### src/rtl/xc6lx9_run_ctrl.sv
// Run/halt/single-step sequencer for the prco core: debounces the PORTC3 button,
// classifies short/long presses and drives the core reset, clock-enable and LEDs.
module xc6lx9_run_ctrl #(
    parameter int DEBOUNCE_CYCLES = 25000,
    parameter int LONG_CYCLES     = 25000000,
    parameter int RST_CYCLES      = 16
) (
    input  logic       clk50,
    input  logic       rst_n,
    input  logic       btn_raw,
    input  logic       core_halt_req,
    input  logic [7:0] core_leds,
    output logic       core_rst_n,
    output logic       core_en,
    output logic [7:0] leds,
    output logic [1:0] state_o
);

    localparam int DB_W   = $clog2(DEBOUNCE_CYCLES + 1);
    localparam int HOLD_W = $clog2(LONG_CYCLES + 1);
    localparam int RST_W  = $clog2(RST_CYCLES + 1);

    localparam logic [DB_W-1:0]   DB_LAST   = DB_W'(DEBOUNCE_CYCLES - 1);
    localparam logic [HOLD_W-1:0] HOLD_MAX  = HOLD_W'(LONG_CYCLES);
    localparam logic [HOLD_W-1:0] HOLD_LAST = HOLD_W'(LONG_CYCLES - 1);
    localparam logic [RST_W-1:0]  RST_LAST  = RST_W'(RST_CYCLES - 1);

    typedef enum logic [1:0] {
        RST_HOLD = 2'd0,
        RUN      = 2'd1,
        HALT     = 2'd2,
        STEP     = 2'd3
    } state_t;

    state_t            state, state_next;
    logic [1:0]        sync_q;
    logic              btn_sync;
    logic              btn_stable;
    logic [DB_W-1:0]   db_cnt;
    logic [HOLD_W-1:0] hold_cnt;
    logic [RST_W-1:0]  rst_cnt, rst_cnt_next;
    logic [6:0]        step_count, step_next;
    logic              db_done;
    logic              long_press;
    logic              short_press;
    logic              core_rst_n_next;
    logic              core_en_next;
    logic [7:0]        leds_next;

    assign btn_sync = sync_q[1];
    assign db_done  = (btn_sync != btn_stable) && (db_cnt == DB_LAST);

    // Both pulses are decoded from the edge at which btn_stable/hold_cnt update,
    // so the FSM reacts at the same edge the debounced button changes.
    assign long_press  = btn_stable && (hold_cnt == HOLD_LAST);
    assign short_press = btn_stable && !btn_sync && db_done && (hold_cnt < HOLD_MAX);

    always_ff @(posedge clk50) begin
        if (!rst_n) begin
            sync_q     <= 2'b00;
            btn_stable <= 1'b0;
            db_cnt     <= '0;
            hold_cnt   <= '0;
        end else begin
            sync_q <= {sync_q[0], btn_raw};
            if (btn_sync == btn_stable) begin
                db_cnt <= '0;
            end else if (db_done) begin
                btn_stable <= btn_sync;
                db_cnt     <= '0;
            end else begin
                db_cnt <= db_cnt + 1'b1;
            end
            if (!btn_stable) begin
                hold_cnt <= '0;
            end else if (hold_cnt != HOLD_MAX) begin
                hold_cnt <= hold_cnt + 1'b1;
            end
        end
    end

    always_comb begin
        state_next   = state;
        rst_cnt_next = rst_cnt;
        step_next    = step_count;
        if (long_press) begin
            state_next   = RST_HOLD;
            rst_cnt_next = '0;
        end else begin
            case (state)
                RST_HOLD: begin
                    if (rst_cnt == RST_LAST) begin
                        state_next   = RUN;
                        rst_cnt_next = '0;
                    end else begin
                        rst_cnt_next = rst_cnt + 1'b1;
                    end
                end
                RUN: begin
                    if (short_press || core_halt_req) begin
                        state_next = HALT;
                        step_next  = 7'd0;
                    end
                end
                HALT: begin
                    if (short_press) state_next = STEP;
                end
                STEP: begin
                    state_next = HALT;
                    step_next  = step_count + 7'd1;
                end
                default: state_next = RST_HOLD;
            endcase
        end

        // Outputs are registered from the next state so they line up with state_o.
        core_rst_n_next = (state_next != RST_HOLD);
        core_en_next    = (state_next == RUN) || (state_next == STEP);
        case (state_next)
            RST_HOLD: leds_next = 8'hFF;
            RUN:      leds_next = core_leds;
            default:  leds_next = {step_next, 1'b1};
        endcase
    end

    always_ff @(posedge clk50) begin
        if (!rst_n) begin
            state      <= RST_HOLD;
            rst_cnt    <= '0;
            step_count <= 7'd0;
            core_rst_n <= 1'b0;
            core_en    <= 1'b0;
            leds       <= 8'hFF;
        end else begin
            state      <= state_next;
            rst_cnt    <= rst_cnt_next;
            step_count <= step_next;
            core_rst_n <= core_rst_n_next;
            core_en    <= core_en_next;
            leds       <= leds_next;
        end
    end

    assign state_o = state;

endmodule

### config.mk
export PLATFORM = sky130hd
export DESIGN_NAME = xc6lx9_run_ctrl
export DESIGN_NICKNAME = d
export VERILOG_FILES = /design/src/rtl/xc6lx9_run_ctrl.sv
export SDC_FILE = /design/constraint.sdc
export NUM_CORES = 1
export LEC_CHECK = 0
export BUFFER_PORTS_ARGS = -buffer_cell sky130_fd_sc_hd__buf_2
export CAP_MARGIN = 20
export CORE_MARGIN = 10
export CORE_UTILIZATION = 45
export CTS_CLUSTER_SIZE = 10
export DETAILED_ROUTE_END_ITERATION = 10
export SLEW_MARGIN = 40
export SYNTH_ARGS = -nofsm -noshare
export SYNTH_HDL_FRONTEND = slang
export SYNTH_SLANG_ARGS = --single-unit
### constraint.sdc
create_clock -name clk50 -period 3 [get_ports clk50]
set_input_delay 0.6 -clock clk50 [delete_from_list [all_inputs] [get_ports clk50]]
set_output_delay 0.6 -clock clk50 [all_outputs]
set_load 0.01 [all_outputs]
# --- Yosys cells after proc, flatten, opt, wreduce, memory -nomap -nowiden ---
# Index checks and enable logic that the tools add are counted.
op_classes:
  add_sub_neg: 4
  n_lt_le_gt_ge: 1
  n_eq_ne: 11
  n_mux: 10
  bitwise_logic: 2
  n_reduce_logical: 15
ops:
  columns: ["cell", "n"]
  rows:
  - ["adder 25 x 1 -> 25 bit, second input constant", 1]
  - ["== test 25 bit, second input constant", 1]
  - ["< comparator 25 bit, second input constant", 1]
  - ["!= test 25 bit, second input constant", 1]
  - ["one-hot mux 8 bit (2 select lines)", 1]
  - ["adder 15 x 1 -> 15 bit, second input constant", 1]
  - ["== test 15 bit, second input constant", 1]
  - ["2-to-1 mux 7 bit", 2]
  - ["one-hot mux 7 bit (2 select lines)", 1]
  - ["2-to-1 mux 2 bit", 4]
  - ["one-hot mux 2 bit (4 select lines)", 1]
  - ["adder 7 x 1 -> 7 bit, second input constant", 1]
  - ["== test 2 bit, second input constant", 3]
  - ["adder 5 x 1 -> 5 bit, second input constant", 1]
  - ["== test 5 x 4 -> 1 bit, second input constant", 1]
  - ["logical AND 1 bit", 5]
  - ["2-to-1 mux 5 bit", 1]
  - ["== test 2 x 1 -> 1 bit, second input constant", 2]
  - ["logical NOT 2 bit", 2]
  - ["AND reduction 2 bit", 2]
  - ["OR reduction 3 bit", 1]
  - ["logical OR 1 bit", 2]
  - ["NOT 1 bit", 2]
  - ["nonzero test 2 bit", 1]
  - ["other kinds (4)", 4]
word_totals:
  regBits: 67
  input_bits: 12
  out_inout_bits: 12
  elab_cells: 53

# --- Logic depth before layout (Yosys ltp) ---
depth:
  word_depth: 10
  mapped_depth: 8
  depth_no_buf: 8

# --- Worst setup path after synthesis ---
# No wires, ideal clock.
synth_path:
  path_type: "flip-flop to flip-flop"
  startpoint: "register sync_q[1]"
  endpoint: "register leds[6]"
  setup_time_ps: 134
  t_arrival_ps: 1870
  required_time_ps: 2866
  setup_slack_ps: 996
  stages_incl_launch_ff: 9
  n_path_buf: 0
  period_less_slack_ps: 2004
  cell_sequence: "dfxtp_1 -> inv_1 -> ha_1 -> nor4bb_1 -> nand4_1 -> o21a_1 -> nor3_2 -> and2_1 -> a21oi_1"
synth_between:
  elab_chain_len: 10
  elab_cells_between_ends: 17
  classes_between: "2 x eq/ne; 8 x mux; 7 x reduce/logical"
synth_rtl:
  columns: ["element", "line_no", "rtl"]
  rows:
  - ["start, declared", "36", "logic [1:0] sync_q;"]
  - ["start signal, assigned", "65", "sync_q <= {sync_q[0], btn_raw};"]
  - ["!= test 1 bit or logical NOT 1 bit (tied branches)", "51, 56", null]
  - ["logical AND 1 bit, on equally long branches", "51, 56", null]
  - ["logical AND 1 bit * (2 in series)", "56", "assign short_press = btn_stable && !btn_sync && db_done && (hold_cnt < HOLD_MAX);"]
  - ["logical OR 1 bit", "100", "if (short_press || core_halt_req) begin"]
  - ["2-to-1 mux 2 bit", "100", null]
  - ["one-hot mux 2 bit (4 select lines)", "90", "case (state)"]
  - ["2-to-1 mux 2 bit", "86", "if (long_press) begin"]
  - ["== test 2 x 1 -> 1 bit or logical NOT 2 bit (tied branches)", "119", "case (state_next)"]
  - ["one-hot mux 8 bit (2 select lines) *", "119", null]
  - ["end signal, assigned", "140", "leds <= leds_next;"]
  - ["end, declared", "15", "output logic [7:0] leds,"]
# Mark *: on every way between the ends. The rest lies on a longest branch, timed or not.
# A chain may end at the register's enable or synchronous reset.

# --- Worst setup path after layout ---
layout_path:
  startpoint: "register sync_q[1]"
  endpoint: "register step_count[4]"
layout_between:
  elab_chain_len: 8
  elab_cells_between_ends: 10
  classes_between: "1 x eq/ne; 3 x mux; 6 x reduce/logical"
layout_rtl:
  columns: ["element", "line_no", "rtl"]
  rows:
  - ["!= test 1 bit or logical NOT 1 bit (tied branches)", "51, 56", null]
  - ["logical AND 1 bit, on equally long branches", "51, 56", null]
  - ["logical AND 1 bit * (2 in series)", "56", null]
  - ["logical OR 1 bit *", "100", null]
  - ["2-to-1 mux 7 bit *", "100", null]
  - ["one-hot mux 7 bit (2 select lines) *", "90", null]
  - ["2-to-1 mux 7 bit *", "86", null]
  - ["end signal, assigned", "137", "step_count <= step_next;"]
  - ["end, declared", "42", "logic [6:0] step_count, step_next;"]
# Marked as above.

==> reports/qor.yml <==
status: "finished clean"
cpMaxStageDelayCell: "nor3_1"
path_cells: "inv_1, ha_1, nor4bb_1, nand4_1, o21a_1, nor3_1, o22ai_1"
drv_cap: 0
first_pass_iters: 4
powerDensity_nw_per_um2: 508
grt_pass1_vias: 2502
tightest_slew_ns: 0.598
grt.total_usage: 0.133
p_clk_frac: 0.472
required_ns: 3.20
async_flop_share: 0
grt_pass1_wl_um: 11300
leakagePower_uw: 0.00125
hpwlAfterDp_um: 4780
max_stage_delay_ns: 0.52
place_ws_ns: 0.557
area_growth_pct: 13.0
cts_hold_buf: 0
syn_avg_cell_area_um2: 8.42
p_comb_frac: 0.019
layout_commonest_cell: "dfxtp_1"
min_path_type: "flop to flop"
die_h_um: 103
diodes: 0
nFillCells: 650
ir_drop_uv: 269
crit_path_start_kind: "flop"
min_period_ns: 2.40
syn_inst: 366
cp_top_family: "simple AND/OR/NAND/NOR gates"
cts_made_buffers: 9
cts.repair.resized: 0
cts_sinks: 67
r2r_cells: 7
hold_viol: 0
critPathKind: "flop to flop"
fmax_mhz: 416
port_buffers: 23
rows: 30
mappedNetlistArea_um2: 3080
switchingPower_uw: 369
swShare: 0.209
final_antenna_net_count: 0
via_count: 2589
grt-ovfl-total: 0
synthDistinctLibCells: 50
cts-root-buf: "clkbuf_8"
drive_gt1_frac: 0.131
ys_seq_area_frac: 0.435
core_area_um2: 6720
die-area_um2: 10600
p_seq_frac: 0.509
path_buf_inv: 1
fin_worst_skew_ns: 0.0107
critPathMaxFanout: 7
regArea_um2: 1340
ys_seq_elements: 67
clk_pin_slew_ns: 0.07
final_nets: 409
cts_tree: "yes"
path_depth: 7
timing.final.ws_setup_ns: 0.598
setup_viol: 0
rsz0062_at_grt: "false"
wire_per_inst_um: 13.8
cts_setup_buffers: 0
met2_length_um: 2840
route.layer.met1.wl_um: 3280
grt_max_degree: 26
ys.warnings.count: 0
cp.arrival_ns: 2.60
initial_core_util: 0.458
synth_edf_count: 0
drt-initial-drc-count: 125
ys.flop_type: "dfxtp_1"
intPower_uw: 1400
maxSlewViolCount: 0
drc: 0
antenna_found_initial: 0
clock_path_buffers: 2
htreeDepth: 3
end_kind: "flop"
final.setup.tns_ns: 0
final_cell_mix: "dfxtp_1 (67), nor2_1 (59), nand2_1 (37), buf_2 (23), xor2_1 (19)"
relSlewSlack: 0.598
wl_met3_um: 344
holdPathStages: 1
wl_um: 6560
gp_congestion: 0.793
synth_nets: 384
die_x_um: 103
insertion_delay_ns: 0.34
top_layer: "met4"
multi_input_area_um2: 1660
avgViaCountPerCell: 5.44
final.period_utilization: 0.801
io_pins: 24
[worst paths after layout]
path                            slack (ns)      start             to
worst max register to register        0.60  sync_q[1]  step_count[4]
worst min-delay path                  0.44  sync_q[0]      sync_q[1]
worst max-delay path                  0.60  sync_q[1]  step_count[4]
worst min register to register        0.44  sync_q[0]      sync_q[1]
[through the flow]
stage | util | power, uW | std cells | hold slack [ns] | area (um^2)
after CTS | 0.518 | 1800 | 476 | 0.439 | 3480
after floorplan | - | 938 | 366 | 0.412 | 3080
after detailed placement | 0.484 | 953 | 460 | 0.422 | 3250
after global routing | 0.518 | 1830 | 476 | 0.468 | 3480
final | 0.518 | 1770 | 476 | 0.442 | 3480
after global placement | 0.484 | 952 | 460 | 0.422 | 3250
[synthesized netlist by cell type, types with 2 or more instances]
| master | instances | area, um^2 |
|---|---|---|
| a211oi_1 | 2 | 15.0 |
| a21oi_1 | 17 | 85.1 |
| a31oi_1 | 3 | 18.8 |
| a32oi_1 | 3 | 26.3 |
| and2_1 | 4 | 25.0 |
| and3_1 | 17 | 106 |
| and4_1 | 3 | 26.3 |
| buf_2 | 2 | 10.0 |
| clkbuf_1 | 6 | 22.5 |
| dfxtp_1 | 67 | 1340 |
| ha_1 | 6 | 75.1 |
| inv_1 | 10 | 37.5 |
| nand2_1 | 38 | 143 |
| nand3_1 | 16 | 80.1 |
| nand4_1 | 7 | 43.8 |
| nor2_1 | 59 | 221 |
| nor2b_1 | 2 | 12.5 |
| nor3_1 | 7 | 35.0 |
| nor4_1 | 5 | 31.3 |
| o21a_1 | 2 | 15.0 |
| o21ai_0 | 17 | 85.1 |
| o21ai_1 | 4 | 20.0 |
| o22ai_1 | 4 | 25.0 |
| or2_2 | 2 | 12.5 |
| or3_1 | 9 | 56.3 |
| or4_4 | 2 | 22.5 |
| xnor2_1 | 11 | 96.3 |
| xor2_1 | 19 | 166 |
[sequential cells by signal, indices dropped and copies added (netlist names)]
name and count:
btn_stable 1, core_en 1, core_rst_n 1, db_cnt 15
hold_cnt 25, leds 8, rst_cnt 5, state_o 2
step_count 7, sync_q 2
[worst reg2reg max path: stages, from the launching register on]
cell	delay, ns
dfxtp_1	0.31
inv_1	0.05
ha_1	0.29
nor4bb_1	0.30
nand4_1	0.31
o21a_1	0.32
nor3_1	0.52
o22ai_1	0.17
[final cells by class]
class	count	area share
inverters	10	0.0108
clock buffers	10	0.0395
multi-input cells	280	0.477
clock inverters	6	0.0255
flip-flops and latches	67	0.385
repair buffers	23	0.0331
well taps	80	0.0288
[power groups by stage]
stage,Sequential [uW],Clock [uW],Combinational [uW]
3_3_place_gp,919,0,32.6
2_1_floorplan,918,0,20.2
3_5_place_dp,920,0,33.4
6_report,899,834,33.6
4_1_cts,899,863,33.3
5_1_grt,899,895,37.6
[cell families (layout without fill, tap and decap cells)]
family | after synthesis | count (layout) | synth area share
simple gates | 182 | 182 | 0.306
flops | 67 | 67 | 0.435
compound gates | 60 | 60 | 0.116
xor+xnor | 30 | 30 | 0.0853
buf+inv | 19 | 49 | 0.0264
fa+ha+maj | 6 | 6 | 0.0244
mux | 2 | 2 | 0.00690
[per-layer routing]
metal	track usage	vias to the layer above
met4	0.0513	0
met3	0.0449	8
li1	-	1335
met1	0.166	1208
met2	0.208	38
met5	0	-
No activity file was read; power rests on OpenSTA's default activity.
